## config.mk

```make
export PLATFORM = sky130hd
export DESIGN_NAME = bist_sync_controller_flat
export DESIGN_NICKNAME = d
export VERILOG_FILES = /design/src/rtl/bist_sync_controller_if.sv /design/src/rtl/bist_sync_controller.sv /design/src/flat_wrapper.sv
export SDC_FILE = /design/constraint.sdc
export NUM_CORES = 1
export LEC_CHECK = 0
export ABC_AREA = 1
export ABC_CLOCK_PERIOD_IN_PS = 1900
export BUFFER_PORTS_ARGS = -buffer_cell sky130_fd_sc_hd__buf_2
export CAP_MARGIN = 25
export CORE_UTILIZATION = 40
export CTS_BUF_LIST = sky130_fd_sc_hd__clkbuf_16
export CTS_CLUSTER_SIZE = 12
export DETAILED_ROUTE_END_ITERATION = 7
export GPL_TIMING_DRIVEN = 0
export PLACE_DENSITY = 0.54
export SYNTH_ARGS = -nofsm -noshare
export SYNTH_HDL_FRONTEND = slang
export SYNTH_SLANG_ARGS = --single-unit
```

## constraint.sdc

```tcl
create_clock -name CLK -period 1.9 [get_ports CLK]
set_input_delay 0.19 -clock CLK [delete_from_list [all_inputs] [get_ports CLK]]
set_output_delay 0.19 -clock CLK [all_outputs]
set_load 0.005 [all_outputs]
```

## src/rtl/bist_sync_controller_if.sv

```systemverilog
// Pin- and core-side signals of the K/J synchronizer BIST controller.
// The controller side is "master"; the pins/core environment is "slave".
interface bist_sync_controller_if;
    logic bist_start;
    logic in_k;
    logic in_j;
    logic in_en;
    logic cut_synced;
    logic cut_sync_err;
    logic cut_k;
    logic cut_j;
    logic cut_en;
    logic cut_rst_n;
    logic test_mode;
    logic bist_end;
    logic pass_fail;

    modport master (
        input  bist_start, in_k, in_j, in_en, cut_synced, cut_sync_err,
        output cut_k, cut_j, cut_en, cut_rst_n, test_mode, bist_end, pass_fail
    );

    modport slave (
        output bist_start, in_k, in_j, in_en, cut_synced, cut_sync_err,
        input  cut_k, cut_j, cut_en, cut_rst_n, test_mode, bist_end, pass_fail
    );
endinterface

```

## src/rtl/bist_sync_controller.sv

```systemverilog
// BIST sequencer for the K/J synchronizer: LFSR pattern drive, MISR compaction,
// golden-signature compare. Outside test mode the core inputs pass straight through.
module bist_sync_controller #(
    parameter int          N_PATTERNS = 1000,
    parameter int          CUT_LAT    = 2,
    parameter logic [15:0] LFSR_SEED  = 16'hACE1,
    parameter logic [15:0] MISR_SEED  = 16'h0000,
    parameter logic [15:0] GOLDEN_SIG = 16'h0000
) (
    input  logic                   CLK,
    input  logic                   RST,
    bist_sync_controller_if.master bus
);
    localparam int CNT_MAX = (N_PATTERNS > CUT_LAT) ? N_PATTERNS : CUT_LAT;
    localparam int CNT_W   = (CNT_MAX < 2) ? 1 : $clog2(CNT_MAX + 1);
    localparam logic [CNT_W-1:0] RUN_LAST   = CNT_W'(N_PATTERNS - 1);
    localparam logic [CNT_W-1:0] FLUSH_LAST = CNT_W'(CUT_LAT - 1);
    localparam logic [CNT_W-1:0] CAP_START  = CNT_W'(CUT_LAT);

    typedef enum logic [2:0] {
        IDLE, INIT, RUN, FLUSH, COMPARE, DONE
    } state_t;

    state_t           state_q;
    logic [15:0]      lfsr_q, lfsr_d;
    logic [15:0]      misr_q, misr_d;
    logic [CNT_W-1:0] cnt_q;
    logic             start_q;
    logic             test_mode_q;
    logic             cut_rst_n_q;
    logic             bist_end_q;
    logic             pass_fail_q;
    logic             start_pulse;

    assign start_pulse = bus.bist_start & ~start_q;
    assign lfsr_d = {lfsr_q[14:0], lfsr_q[15] ^ lfsr_q[13] ^ lfsr_q[12] ^ lfsr_q[10]};
    assign misr_d = {misr_q[14:0], misr_q[15] ^ misr_q[13] ^ misr_q[12] ^ misr_q[10]}
                  ^ {14'b0, bus.cut_sync_err, bus.cut_synced};

    always_ff @(posedge CLK or negedge RST) begin
        if (!RST) begin
            state_q     <= IDLE;
            lfsr_q      <= LFSR_SEED;
            misr_q      <= MISR_SEED;
            cnt_q       <= '0;
            start_q     <= 1'b0;
            test_mode_q <= 1'b0;
            cut_rst_n_q <= 1'b1;
            bist_end_q  <= 1'b0;
            pass_fail_q <= 1'b0;
        end else begin
            start_q <= bus.bist_start;
            case (state_q)
                IDLE, DONE: begin
                    // Everything INIT needs is loaded on entry so INIT's outputs are registered.
                    if (start_pulse) begin
                        state_q     <= INIT;
                        test_mode_q <= 1'b1;
                        cut_rst_n_q <= 1'b0;
                        bist_end_q  <= 1'b0;
                        pass_fail_q <= 1'b0;
                        lfsr_q      <= LFSR_SEED;
                        misr_q      <= MISR_SEED;
                        cnt_q       <= '0;
                    end
                end
                INIT: begin
                    cut_rst_n_q <= 1'b1;
                    state_q     <= RUN;
                end
                RUN: begin
                    lfsr_q <= lfsr_d;
                    // Core responses lag the patterns by CUT_LAT cycles.
                    if (cnt_q >= CAP_START) misr_q <= misr_d;
                    if (cnt_q == RUN_LAST) begin
                        cnt_q   <= '0;
                        state_q <= (CUT_LAT == 0) ? COMPARE : FLUSH;
                    end else begin
                        cnt_q <= cnt_q + 1'b1;
                    end
                end
                FLUSH: begin
                    misr_q <= misr_d;
                    if (cnt_q == FLUSH_LAST) begin
                        cnt_q   <= '0;
                        state_q <= COMPARE;
                    end else begin
                        cnt_q <= cnt_q + 1'b1;
                    end
                end
                COMPARE: begin
                    pass_fail_q <= (misr_q == GOLDEN_SIG);
                    bist_end_q  <= 1'b1;
                    test_mode_q <= 1'b0;
                    state_q     <= DONE;
                end
                default: state_q <= IDLE;
            endcase
        end
    end

    // Patterns only reach the core in RUN; INIT/FLUSH/COMPARE hold its inputs low.
    assign bus.cut_k     = test_mode_q ? ((state_q == RUN) & lfsr_q[0]) : bus.in_k;
    assign bus.cut_j     = test_mode_q ? ((state_q == RUN) & lfsr_q[1]) : bus.in_j;
    assign bus.cut_en    = test_mode_q ? ((state_q == RUN) & lfsr_q[2]) : bus.in_en;
    assign bus.cut_rst_n = cut_rst_n_q;
    assign bus.test_mode = test_mode_q;
    assign bus.bist_end  = bist_end_q;
    assign bus.pass_fail = pass_fail_q;
endmodule

```

## src/flat_wrapper.sv

```systemverilog
// flat-port wrapper written by rule: the top's interface ports become plain ports
module bist_sync_controller_flat 
#(
    parameter int          N_PATTERNS = 1000,
    parameter int          CUT_LAT    = 2,
    parameter logic [15:0] LFSR_SEED  = 16'hACE1,
    parameter logic [15:0] MISR_SEED  = 16'h0000,
    parameter logic [15:0] GOLDEN_SIG = 16'h0000
)
  (CLK, RST, bus_bist_start, bus_in_k, bus_in_j, bus_in_en, bus_cut_synced, bus_cut_sync_err, bus_cut_k, bus_cut_j, bus_cut_en, bus_cut_rst_n, bus_test_mode, bus_bist_end, bus_pass_fail);
  bist_sync_controller_if bus_i ();
  input  logic CLK;
  input  logic RST;
  input wire logic [$bits(bus_i.bist_start)-1:0] bus_bist_start;
  input wire logic [$bits(bus_i.in_k)-1:0] bus_in_k;
  input wire logic [$bits(bus_i.in_j)-1:0] bus_in_j;
  input wire logic [$bits(bus_i.in_en)-1:0] bus_in_en;
  input wire logic [$bits(bus_i.cut_synced)-1:0] bus_cut_synced;
  input wire logic [$bits(bus_i.cut_sync_err)-1:0] bus_cut_sync_err;
  output wire logic [$bits(bus_i.cut_k)-1:0] bus_cut_k;
  output wire logic [$bits(bus_i.cut_j)-1:0] bus_cut_j;
  output wire logic [$bits(bus_i.cut_en)-1:0] bus_cut_en;
  output wire logic [$bits(bus_i.cut_rst_n)-1:0] bus_cut_rst_n;
  output wire logic [$bits(bus_i.test_mode)-1:0] bus_test_mode;
  output wire logic [$bits(bus_i.bist_end)-1:0] bus_bist_end;
  output wire logic [$bits(bus_i.pass_fail)-1:0] bus_pass_fail;
  assign bus_i.bist_start = bus_bist_start;
  assign bus_i.in_k = bus_in_k;
  assign bus_i.in_j = bus_in_j;
  assign bus_i.in_en = bus_in_en;
  assign bus_i.cut_synced = bus_cut_synced;
  assign bus_i.cut_sync_err = bus_cut_sync_err;
  assign bus_cut_k = bus_i.cut_k;
  assign bus_cut_j = bus_i.cut_j;
  assign bus_cut_en = bus_i.cut_en;
  assign bus_cut_rst_n = bus_i.cut_rst_n;
  assign bus_test_mode = bus_i.test_mode;
  assign bus_bist_end = bus_i.bist_end;
  assign bus_pass_fail = bus_i.pass_fail;
  bist_sync_controller #(.N_PATTERNS(N_PATTERNS), .CUT_LAT(CUT_LAT), .LFSR_SEED(LFSR_SEED), .MISR_SEED(MISR_SEED), .GOLDEN_SIG(GOLDEN_SIG)) u_core (.CLK(CLK), .RST(RST), .bus(bus_i));
endmodule
```

==> results of run 1 <==
metrics by stage:
| step | cells | hold WS [ps] | setup slack [ps] | instance area (um^2) |
|---|---|---|---|---|
| after detailed placement | 426 | 146.9 | 103.9 | 2851 |
| final | 435 | 15.34 | 188.0 | 3028 |
| after global routing | 435 | 4.073 | 68.40 | 3028 |
| after global placement | 425 | 312.9 | 129.8 | 2831 |
| after floorplan | 334 | -105.6 | 330.5 | 2665 |
| after CTS | 435 | 8.258 | 16.41 | 3018 |
power by group through the flow:
stage	combinational [mW]	clock (mW)	sequential [mW]
CTS	2.57	0.975	1.93
detailed placement	2.56	0	1.94
global route	2.90	1.03	2.00
floorplan	1.98	0	1.86
global placement	2.52	0	1.93
finish	2.53	0.954	1.93
cells in the mapped netlist, types with 2 or more instances:
library cell / number
sky130_fd_sc_hd__o211ai_1: 2
sky130_fd_sc_hd__dfrtp_1: 41
sky130_fd_sc_hd__o31ai_1: 3
sky130_fd_sc_hd__nand2_1: 90
sky130_fd_sc_hd__buf_6: 3
sky130_fd_sc_hd__xnor2_1: 2
sky130_fd_sc_hd__o22ai_1: 6
sky130_fd_sc_hd__xor2_1: 2
sky130_fd_sc_hd__dfstp_2: 9
sky130_fd_sc_hd__o21ai_0: 8
sky130_fd_sc_hd__a21oi_1: 8
sky130_fd_sc_hd__nand3_1: 28
sky130_fd_sc_hd__nor3_1: 4
sky130_fd_sc_hd__ha_1: 3
sky130_fd_sc_hd__o21ai_2: 4
sky130_fd_sc_hd__inv_2: 3
sky130_fd_sc_hd__nand3b_1: 3
sky130_fd_sc_hd__nand2_2: 15
sky130_fd_sc_hd__o21ai_1: 5
sky130_fd_sc_hd__inv_1: 49
sky130_fd_sc_hd__nor2_1: 24
sky130_fd_sc_hd__or2_2: 2
sky130_fd_sc_hd__nand4_1: 9
sky130_fd_sc_hd__nand2_4: 2
state kept, by name, summed over array words and instances, names as in the netlist:
name,flops
u_core.lfsr_q,16
u_core.bus.test_mode,1
u_core.bus.bist_end,1
u_core.bus.pass_fail,1
u_core.cnt_q,10
u_core.misr_q,16
u_core.state_q,3
u_core.bus.cut_rst_n,1
u_core.start_q,1
path summary, 6_finish.rpt:
| check | startpoint | to | slack, ps | cells past startpoint |
|---|---|---|---|---|
| max | u_core.cnt_q[0]$_DFFE_PN0P_ | u_core.misr_q[9]$_DFFE_PN0P_ | 190 | 8 |
| max in group asynchronous | RST | u_core.lfsr_q[11]$_DFFE_PN1P_ | 960 | 3 |
| min in group asynchronous | RST | u_core.cnt_q[8]$_DFFE_PN0P_ | 350 | 2 |
| min reg2reg | u_core.bus.cut_rst_n$_DFFE_PN1P_ | u_core.bus.cut_rst_n$_DFFE_PN1P_ | 470 | 2 |
| min | bus_bist_start | u_core.start_q$_DFF_PN0_ | 20 | 1 |
| max reg2reg | u_core.cnt_q[0]$_DFFE_PN0P_ | u_core.misr_q[9]$_DFFE_PN0P_ | 190 | 8 |
cells in the final DEF, fill, tap and decap left out, types with 2 or more instances in the layout:
master,instances
sky130_fd_sc_hd__clkbuf_16,5
sky130_fd_sc_hd__nand3_1,28
sky130_fd_sc_hd__o21ai_1,5
sky130_fd_sc_hd__a21oi_1,8
sky130_fd_sc_hd__nand2_1,90
sky130_fd_sc_hd__nor2_1,23
sky130_fd_sc_hd__inv_2,3
sky130_fd_sc_hd__nand2_4,2
sky130_fd_sc_hd__ha_1,3
sky130_fd_sc_hd__buf_4,2
sky130_fd_sc_hd__or2_2,2
sky130_fd_sc_hd__o22ai_1,6
sky130_fd_sc_hd__o21ai_2,4
sky130_fd_sc_hd__buf_2,14
sky130_fd_sc_hd__buf_12,2
sky130_fd_sc_hd__inv_1,49
sky130_fd_sc_hd__dfrtp_2,2
sky130_fd_sc_hd__nor2_2,2
sky130_fd_sc_hd__buf_6,3
sky130_fd_sc_hd__xnor2_1,2
sky130_fd_sc_hd__nand2_2,15
sky130_fd_sc_hd__xor2_1,2
sky130_fd_sc_hd__o21ai_0,8
sky130_fd_sc_hd__nand4_1,9
sky130_fd_sc_hd__nand3b_1,3
sky130_fd_sc_hd__o31ai_1,2
sky130_fd_sc_hd__dfstp_2,9
sky130_fd_sc_hd__dfrtp_1,39
sky130_fd_sc_hd__o211ai_1,2
sky130_fd_sc_hd__nor3_1,4
repair_timing:
| item | 4_1_cts | 5_1_grt |
|---|---|---|
| gates cloned | 0 | 0 |
| pin swaps | 0 | 1 |
| setup buffers | 0 | 1 |
| endpoints found under the setup margin | 2 | 4 |
| hold endpoints to repair | 15 | 0 |
| hold buffers | 1 | 0 |
| gates resized for setup | 1 | 3 |
final cells by class:
type | instances | area, um^2
repair buffers | 17 | 107.6
multi-input cells | 225 | 1144
clock buffers | 5 | 125.1
flip-flops and latches | 50 | 1265
fillers | 635 | 3358
well taps | 77 | 96.34
plain buffers | 6 | 66.31
clock inverters | 3 | 28.78
inverters | 52 | 195.2
routing by layer:
layer / part of all wire / vias to the layer above / wire [um]
li1: - / 1117 / -
met1: 0.52 / 1019 / 2876
met2: 0.44 / 34 / 2389
met3: 0.028 / 6 / 151
met4: 0.012 / 0 / 67
met5: 0 / - / 0
kinds of logic (layout without fill, tap and decap cells):
logic type,Yosys count,in the layout
XOR/XNOR,4,4
AO/OA/AOI/OAI,38,38
AND/OR/NAND/NOR,180,180
flip-flops,50,50
adder cells (fa/ha/maj),3,3
buffers and inverters,59,83
==> run summary, run 1 <==
The total count of max-transition violations in the final report is 0, and the height of the die is 83.63 um. For the post-synthesis sequential area ratio, the log shows 0.4737. The cell family contributing the most delay on the critical path is simple AND/OR/NAND/NOR gates. The post-layout minimum cycle time was 1712 ps.

Across the run, the number of max-cap violations was 0. During synthesis, Yosys emitted a total of 0 warnings. The run gives 0.4741 as the post-layout utilization of the core.

When the netlist entered floorplanning its net count stood at 345. For the number of endpoints with negative hold slack in the final report, the log shows 0. For the static leakage, the log shows 1.570 nW. The number of levels the H-tree was split into was 2; the portion of synthesized cell area occupied by the leading cell type was 0.3850. The worst setup path is of the reg2reg kind. The largest net degree at the start of global routing is 35. Sorting the synthesized cells by area gives the leading types as sky130_fd_sc_hd__dfrtp_1 (38%), sky130_fd_sc_hd__nand2_1 (13%), sky130_fd_sc_hd__dfstp_2 (8.9%), sky130_fd_sc_hd__inv_1 (6.9%), sky130_fd_sc_hd__nand3_1 (5.3%). The tools report the signal arrival time at the worst endpoint as 1890 ps.

Number of antenna violations at the first check in global routing: 0. The kind of end point of the critical path is a flop. The headroom to the max-slew limit was 0.7184; the post-route fraction of the period consumed by the critical path was 0.9011. After synthesis, the largest family of logic cells by area is simple AND/OR/NAND/NOR gates. For the final routed database, the setup TNS stands at 0 ps.

Summed over all nets, the switching power comes to 2.354 mW. The run finished with clean final reports. The global routing usage on met1 is 0.2529. Summed over all layers, the global routing overflow is 0. The largest vdd supply drop is 666.1 uV. The compound-gate portion of the synthesized area is 0.08638, and the die span in x is 83.63 um. The clock reaches the later pin of the worst-skew pair after 300 ps. The CTS clock-pin slew for the worst setup and hold paths came out at 70 ps. The tools report the clock root buffer as sky130_fd_sc_hd__clkbuf_16.

The synthesized design contains 50 register bits. The class of the tightest hold or removal check was in2reg. The switching part of the total power is 0.4348. The number of clock buffers added by TritonCTS is 5. Along the worst path, the maximum fanout reaches 10. The layout cell share with drive strength beyond 1 came out at 0.2011. Synthesis handed over a netlist of 334 instances.

In this run the count of I/O pins placed on the die edge is 15. Dividing total power by cell area gives a power density of 1788 mW/mm^2. The die covers 0.006993 mm^2. The transition at the pin with the smallest max-transition slack is 421.9 ps, and the data required time at the worst endpoint is 2080 ps. Layout net count: 368. TritonCTS built the clock tree. Counting along the longest clock path gives a buffer depth of 2. The clock tree skew after final layout is 8.663 ps.

The logs give 3.059 mW for the total internal power and 4 for the detailed-routing iteration count for the pre-antenna-repair pass. In this run, synthesis inferred 0 flip-flops with an integrated enable. The post-synthesis xor/xnor area fraction was 0.01315.

The post-layout total power is 5.413 mW. The initial core utilization was 0.4173. The largest single stage delay on the critical path is 440 ps.

Together, buffers and inverters on the worst path number 2. For the clock share of power, the log shows 0.176. The adder-cell share of the synthesized area is 0.01408, and the number of cell rows is 29. Setup repair after global routing left no endpoint under its margin. 0 antenna diodes ended up in the layout. The sum of net half-perimeters after detailed placement was 3942 um. In this run the remaining antenna-violating nets after routing total 0. After detailed routing, the average wire length per cell comes to 12.61 um.

The run gives 2057 as the via count of the first global-routing pass. The first global-routing pass estimated 9742 um of wire. Sequential share of power: 0.357. The fraction of registers with async set/reset was 1.000; the detailed-route wire length was 5484 um. The tools report the number of sinks driven by the clock tree as 50. The signal on the critical path passes through inv_1, ha_1, or2_2, nor2_1, nand2_2, nand2_1, buf_4, o21ai_0. Share of cell area taken by muxes after synthesis: 0. The share of power burned in combinational logic is 0.467. The basic-gate share of the synthesized area counting and, or, nand and nor cells was 0.3127. Across all layers, the routed design uses 2176 vias. The maximum clock frequency is 584.1 MHz, and the met2 track demand over resource in global routing is 0.2624. Dividing the detail-routed via count by the number of cells gives 5.002.

The tools report the total routing usage reported by global routing as 0.1731. The core region is 0.006386 mm^2. The mapped netlist covers 0.002665 mm^2. From synthesis to final layout, the design area changed by 13.61%.

The kind of start point of the critical path was a flop. The distinct cell type count after synthesis came out at 33. Setup violations remaining at the end of the flow were counted as 0.

sky130_fd_sc_hd__dfrtp_1 takes more of the synthesized area than any other cell. In this run the tool buffered the top-level ports with 14 buffer cells. A synthesized cell averages 7.979 um^2.

The number of DRC markers in iteration 0 was 167. The global routing's busiest layer was met2. The most used flip-flop cell after synthesis is sky130_fd_sc_hd__dfrtp_1. The met3 track demand over resource is 0.02967, and the detailed-route DRC error count is 0. The cell at the slowest stage of the critical path is sky130_fd_sc_hd__dfrtp_2. For the final weighted congestion in routability-driven placement, the log shows 0.8281.
No activity file was read; power rests on OpenSTA's default activity.
==> run 2, diff against run 1 <==
--- a/config.mk
+++ b/config.mk
@@ -13,7 +13,7 @@
 export CTS_BUF_LIST = sky130_fd_sc_hd__clkbuf_16
 export CTS_CLUSTER_SIZE = 12
 export DETAILED_ROUTE_END_ITERATION = 7
-export GPL_TIMING_DRIVEN = 0
+export HOLD_SLACK_MARGIN = 0.08
 export PLACE_DENSITY = 0.54
 export SYNTH_ARGS = -nofsm -noshare
 export SYNTH_HDL_FRONTEND = slang
==> run summary, run 2 (synthesized netlist as in run 1, its figures left out) <==
The number of levels the H-tree was split into is 2. The via total after detailed routing came out at 2123. The number of antenna diodes in the final layout is 0. The total routing usage reported by global routing is 0.1702.

The post-CTS setup repair buffer count is 0. The congestion estimate from routability-driven global placement came to 0.7995. Setup violations remaining at the end of the flow were counted as 0.

After clock tree synthesis, the clock-pin slew on the worst setup and hold paths is 70 ps. The largest registers in the layout are u_core.lfsr_q (16), u_core.misr_q (16), u_core.cnt_q (10). The layout net count came out at 368. In the final routed layout, each cell accounts on average for 12.36 um. Data arrives at the worst endpoint at 1520 ps. For the initial core utilization, the log shows 0.4173. The layout cell share with drive strength beyond 1 is 0.1927, and the largest vdd supply drop is 867.7 uV. The tools report the beginning of the critical path as u_core.state_q[1]$_DFFE_PN0P_.

For the worst-skew pair, the clock arrives at the later sink with an insertion delay of 290 ps. For the number of buffers on the longest clock path, the log shows 2. Kind of end point of the critical path: an output port. For this design the static power due to leakage is 1.565 nW.

The height of the die was 83.63 um. The top cell types in the final layout, fill and taps aside, are sky130_fd_sc_hd__nand2_1 (89), sky130_fd_sc_hd__inv_1 (49), sky130_fd_sc_hd__dfrtp_1 (41). For the number of sinks driven by the clock tree, the log shows 50. Final hold analysis gives a worst-case slack of 183.5 ps. The floorplan step defined a die boundary enclosing 0.006993 mm^2. Setup repair after global routing left no endpoint under its margin.

Along the worst path, the maximum fanout reaches 17. Entering global routing, the biggest net connects 31 pins. The data required time at the worst endpoint is 1710 ps, and the max-capacitance violation count is 0. Worst hold path stage count: 3. The floorplan step defined a core boundary enclosing 0.006386 mm^2. The headroom to the max-slew limit is 0.6285. Across the routed clock network, the largest skew measured is 6.423 ps. Counting cells, the worst reg-to-reg path comes to 7.

The post-route worst setup slack was 186.6 ps; the total congestion overflow was 0. The reg-to-reg startpoint is u_core.cnt_q[1]$_DFFE_PN0P_. The detailed-routing iteration count for the pre-antenna-repair pass is 4, and the transition at the pin with the smallest max-transition slack is 557.2 ps. Measured along the x axis, the die boundary spans 83.63 um. The tools report the number of endpoints with negative hold slack in the final report as 0. After detailed routing, the number of vias per cell comes to 4.880. Clock root buffer: sky130_fd_sc_hd__clkbuf_16. After routing, the total negative slack on setup checks comes to 0 ps. In this run the tool buffered the top-level ports with 14 buffer cells. The areal power density over the cells is 1759 mW/mm^2, and the first-pass GRT wire length is 9577 um. The top-level port count was 15; the post-route fraction of the period consumed by the critical path was 0.9018.

The total count of max-transition violations in the final report is 0. The run gives 2053 as the via count of the first global-routing pass. The internal reg-to-reg setup slack was 220 ps; the detailed-route DRC error count was 0. For this block, the routed nets add up to 5376 um of wire. The most common cell after layout, fill and taps aside is sky130_fd_sc_hd__nand2_1. Before CTS, the worst setup slack after placement is 213.0 ps. The tools report the kind of start point of the critical path as a flop. The critical path in this run is classified as reg2out. The detailed router finished its first iteration with 149 violations.

After legalization and detailed placement, the total HPWL measured 3945 um. The count of nets left with antenna violations once routing finished came out at 0. The number of antenna violations at the first check in global routing is 0, and the post-layout minimum cycle time is 1713 ps. The floorplan has 29 rows. The synthesis-to-layout area growth is 12.86%. Buffers inserted during clock tree synthesis total 5. The worst hold path belongs to the class in2reg.

TritonCTS built the clock tree. The worst register-to-register path ends at u_core.misr_q[9]$_DFFE_PN0P_. For this run, the top clock speed supported by timing is 583.6 MHz. The run finished with clean final reports. The critical path ends at bus_cut_j.
==> run 2: changes by cell type in the layout (fill, tap and decap cells not counted), moves of 2 or more <==
cell                      previous run  this run
sky130_fd_sc_hd__dfrtp_1            39        41
sky130_fd_sc_hd__buf_4               2         5
sky130_fd_sc_hd__dfrtp_2             2         0
sky130_fd_sc_hd__buf_6               3         1
==> run 2: timing repair <==
item                                   in CTS  in global routing
hold buffers                                2                  0
endpoints found under the hold margin      20                  0
setup endpoints to repair                   0                  3
gates resized for setup                     0                  3
==> run 2: how the worst min path moves through the flow <==
stage / from / to / slack, ps
after floorplan: RST / u_core.bus.bist_end$_DFFE_PN0P_ / -110
after global placement: RST / u_core.cnt_q[6]$_DFFE_PN0P_ / 210
after detailed placement: RST / u_core.cnt_q[8]$_DFFE_PN0P_ / 220
after CTS: bus_cut_sync_err / u_core.misr_q[1]$_DFFE_PN0P_ / 180
after global routing: bus_cut_sync_err / u_core.misr_q[1]$_DFFE_PN0P_ / 200
final: bus_cut_sync_err / u_core.misr_q[1]$_DFFE_PN0P_ / 180
==> run 2: final cells by class <==
type	count	area (um^2)
inverters	52	195.2
clock buffers	5	125.1
flip-flops and latches	50	1262
well taps	77	96.34
repair buffers	23	158.9
fillers	634	3378
multi-input cells	225	1141
clock inverters	3	28.78
==> run 2: per-stage QoR <==
| stage | total power [mW] | instance area [um^2] | util | instances |
|---|---|---|---|---|
| floorplan | 3.840 | 2665 | - | 334 |
| global placement | 4.351 | 2825 | 0.4424 | 425 |
| detailed placement | 4.364 | 2825 | 0.4424 | 425 |
| CTS | 5.326 | 2999 | 0.4696 | 435 |
| global route | 5.775 | 3008 | 0.4710 | 435 |
| finish | 5.290 | 3008 | 0.4710 | 435 |
==> run 2: layer usage <==
metal | vias up | wire length [um] | part of all wire | global-route usage
met2 | 23 | 2420 | 0.45 | 0.2609
li1 | 1106 | - | - | -
met3 | 5 | 103 | 0.019 | 0.03660
met1 | 989 | 2790 | 0.52 | 0.2458
met5 | - | 0 | 0 | 0
met4 | 0 | 61 | 0.011 | 0.04160
==> run 2: report_power, final <==
group	internal [mW]	switching (mW)	total, mW
registers	1.58	0.337	1.92
logic	0.880	1.55	2.43
clock network	0.506	0.441	0.947
total	2.97	2.32	5.29
==> run 2: worst max-delay path, stage by stage, from the launching register on <==
cell	delay, ps
sky130_fd_sc_hd__dfrtp_1	320
sky130_fd_sc_hd__inv_1	90
sky130_fd_sc_hd__nor2_2	170
sky130_fd_sc_hd__nand2_2	110
sky130_fd_sc_hd__buf_6	170
sky130_fd_sc_hd__o31ai_1	210
sky130_fd_sc_hd__buf_2	160
==> run 3, diff against run 2 <==
--- a/config.mk
+++ b/config.mk
@@ -6,7 +6,7 @@
 export NUM_CORES = 1
 export LEC_CHECK = 0
 export ABC_AREA = 1
-export ABC_CLOCK_PERIOD_IN_PS = 1900
+export ABC_CLOCK_PERIOD_IN_PS = 2190
 export BUFFER_PORTS_ARGS = -buffer_cell sky130_fd_sc_hd__buf_2
 export CAP_MARGIN = 25
 export CORE_UTILIZATION = 40
==> constraint.sdc (replaced) <==
create_clock -name CLK -period 2.19 [get_ports CLK]
set_input_delay 0.219 -clock CLK [delete_from_list [all_inputs] [get_ports CLK]]
set_output_delay 0.219 -clock CLK [all_outputs]
set_load 0.005 [all_outputs]
==> run summary, run 3 (synthesized netlist as in run 1, its figures left out) <==
Input and output buffers added on the ports amount to 14. The total congestion overflow is 0. In the final layout, flip-flops and latches occupy 0.001262 mm^2.

In this run the power density over the cells is 1522 mW/mm^2. The cell at the slowest stage of the critical path was sky130_fd_sc_hd__dfrtp_1. Clock tree synthesis selected as its root buffer the cell sky130_fd_sc_hd__clkbuf_16.

STA puts the critical path data required time at 1970 ps. Routability-driven placement finished with a final weighted congestion of 0.8299. The floorplan has 29 rows.

From synthesis to final layout, the design area changed by 11.50%. The height of the die is 83.63 um. The total routing usage reported by global routing was 0.1727; the number of sinks driven by the clock tree was 50. The worst hold path stage count was 3. Leaving out fill and tap cells, the most frequent cell in the layout is sky130_fd_sc_hd__nand2_1.

The biggest fanout along the worst timing path was 18. The first detailed-routing pass ran for 4 iterations. The initial core utilization is 0.4173.

The total count of max-transition violations in the final report came out at 0. The largest vdd supply drop is 758.3 uV. The flow ran to the end, and the final reports show no timing, DRC or antenna violations. STA classifies the critical path endpoint as an output port. The total internal power is 2.529 mW, and the count of cells along the worst register-to-register path is 8.

For this block, the via count after detailed routing is 2130. Reg-to-reg startpoint: u_core.cnt_q[0]$_DFFE_PN0P_. The critical path contains buffers and inverters numbering 2 combined. Leaving out fill and tap cells, the most frequent cells in the layout are sky130_fd_sc_hd__nand2_1 (90), sky130_fd_sc_hd__inv_1 (49), sky130_fd_sc_hd__dfrtp_1 (41). Top cell family by delay on the critical path: flip-flops. Clock latency on the worst-skew pair, taken at its later pin, is 290 ps. The floorplan step defined a core boundary enclosing 0.006386 mm^2. The top-level port count came out at 15. Data arrives at the worst endpoint at 1660 ps. The final layout contains 366 nets.

The logs give 192 for the number of DRC markers in iteration 0 and 0 for the number of failing setup endpoints in the final timing report. Subtracting the final worst setup slack from the clock period gives 1877 ps. The worst setup path is of the reg2out kind. The setup check on the worst reg-to-reg path leaves a slack of 380 ps.

The worst slack at placement is 396.0 ps. The longest clock path from root to sink contains 2 buffers. The global routing usage on met1 came out at 0.2556.

For this run, the slowest stage of the critical path takes 440 ps. In the routed design, unresolved DRC markers number 0. The number of antenna diodes in the final layout is 0.

Gates resized during post-CTS repair numbered 0. The via count of the first global-routing pass was 2034. The layout cell share with drive strength beyond 1 was 0.1826; the post-route worst setup slack was 313.3 ps. For the maximum clock frequency, the log shows 532.8 MHz.

The final setup TNS was 0 ps. Clock tree synthesis inserted a total of 5 buffers. Traced cell by cell, the critical path runs through nor2_1, nand2_1, buf_4, o31ai_1, buf_2. The headroom to the max-slew limit was 0.6545; the clock tree skew after final layout was 4.209 ps. The met2 track demand over resource in global routing is 0.2631. The sequential share of power came out at 0.372.

Using the TritonRoute via totals, the vias-per-cell ratio works out to 4.919. Transition at the pin with the smallest max-transition slack: 518.2 ps. The number of levels the H-tree was split into came out at 2. The met3 track demand over resource was 0.02473.

In the final routed layout, each cell accounts on average for 12.70 um. Launch instance of the worst min-delay path: bus_cut_sync_err. The run gives 0.180 as the clock share of power. The global routing's busiest layer was met2. TritonCTS built the clock tree. After detailed routing, the total wire length is 5498 um.

The endpoint identified for the worst register-to-register timing path is u_core.misr_q[9]$_DFFE_PN0P_. The first global-routing pass estimated 9694 um of wire. Share of power burned in combinational logic: 0.448.

Post-route fraction of the period consumed by the critical path: 0.8570. Sum of net half-perimeters after detailed placement: 4006 um. The die span in x works out to 83.63 um. The static leakage is 1.548 nW.

The die area is 0.006993 mm^2, and the switching part of the total power is 0.4406. For the number of antenna violations at the first check in global routing, the log shows 0. The analysis attributes to net switching a power of 1.992 mW. The layout has 645 filler cells. Entering global routing, the biggest net connects 22 pins. In the final layout, the registers with the most flip-flops are u_core.lfsr_q (16), u_core.misr_q (16), u_core.cnt_q (10).

The number of nets still failing antenna checks after routing was 0; the CTS clock-pin slew for the worst setup and hold paths was 70 ps. Setup repair after global routing left no endpoint under its margin. The worst setup path is launched from a flop. For hold timing, the worst endpoint is u_core.misr_q[1]$_DFFE_PN0P_. In the final layout, the multi-input gates occupy 0.001136 mm^2. Number of endpoints with negative hold slack in the final report: 0.

Max-cap violations in this run came to 0. The class of the tightest hold or removal check is in2reg.
-- run 3: cell count changes in the layout (fill, tap and decap cells not counted), sizes merged --
cell,delta
buf,-2
-- run 3: final cells by class --
cell class                      instances  area share
Clock buffer                            5     0.04211
Clock inverter                          3    0.009684
Inverter                               52     0.06568
Sequential cell                        50      0.4248
Tap cell                               77     0.03242
Timing Repair Buffer                   21     0.04295
Multi-Input combinational cell        225      0.3823
-- run 3: layer usage --
layer,part of all wire,vias to the layer above
li1,-,1101
met5,0,-
met2,0.44,36
met3,0.040,8
met1,0.51,985
met4,0.014,0
-- run 3: how the worst max path moves through the flow --
stage	from	endpoint	slack, ps	depth (start not counted)
2_1_floorplan	u_core.cnt_q[0]$_DFFE_PN0P_	u_core.misr_q[9]$_DFFE_PN0P_	620	8
3_3_place_gp	u_core.cnt_q[0]$_DFFE_PN0P_	u_core.misr_q[9]$_DFFE_PN0P_	440	8
3_5_place_dp	u_core.cnt_q[0]$_DFFE_PN0P_	u_core.misr_q[9]$_DFFE_PN0P_	400	8
4_1_cts	u_core.state_q[2]$_DFFE_PN0P_	bus_cut_k	310	5
5_1_grt	u_core.state_q[2]$_DFFE_PN0P_	bus_cut_k	140	5
6_report	u_core.state_q[2]$_DFFE_PN0P_	bus_cut_k	310	5
-- run 3: through the flow --
| stage | area, um^2 | utilization | power, mW | hold slack, ps | std cells |
|---|---|---|---|---|---|
| finish | 2972 | 0.4653 | 4.521 | 236.2 | 433 |
| floorplan | 2665 | - | 3.331 | -76.59 | 334 |
| CTS | 2972 | 0.4653 | 4.579 | 245.4 | 433 |
| global placement | 2798 | 0.4381 | 3.723 | 225.9 | 423 |
| detailed placement | 2798 | 0.4381 | 3.748 | 232.1 | 423 |
| global route | 2972 | 0.4653 | 4.956 | 258.2 | 433 |
-- run 3: power by group through the flow --
stage / combinational [mW] / clock (mW) / sequential, mW
after floorplan: 1.71 / 0 / 1.62
after global placement: 2.02 / 0 / 1.70
after detailed placement: 2.05 / 0 / 1.70
after CTS: 2.06 / 0.836 / 1.68
after global routing: 2.34 / 0.873 / 1.74
final: 2.03 / 0.814 / 1.68
-- run 3: worst reg2reg max path: stages (launching register included) --
cell,delay [ps]
sky130_fd_sc_hd__dfrtp_1,450
sky130_fd_sc_hd__inv_1,110
sky130_fd_sc_hd__ha_1,190
sky130_fd_sc_hd__or2_2,260
sky130_fd_sc_hd__nor2_1,130
sky130_fd_sc_hd__nand2_2,90
sky130_fd_sc_hd__nand2_1,180
sky130_fd_sc_hd__buf_4,200
sky130_fd_sc_hd__o21ai_0,90
-- run 3: timing repair --
item	4_1_cts	5_1_grt
buffers inserted	0	0
hold buffers	2	0
hold endpoints to repair	15	0
setup endpoints to repair	0	0
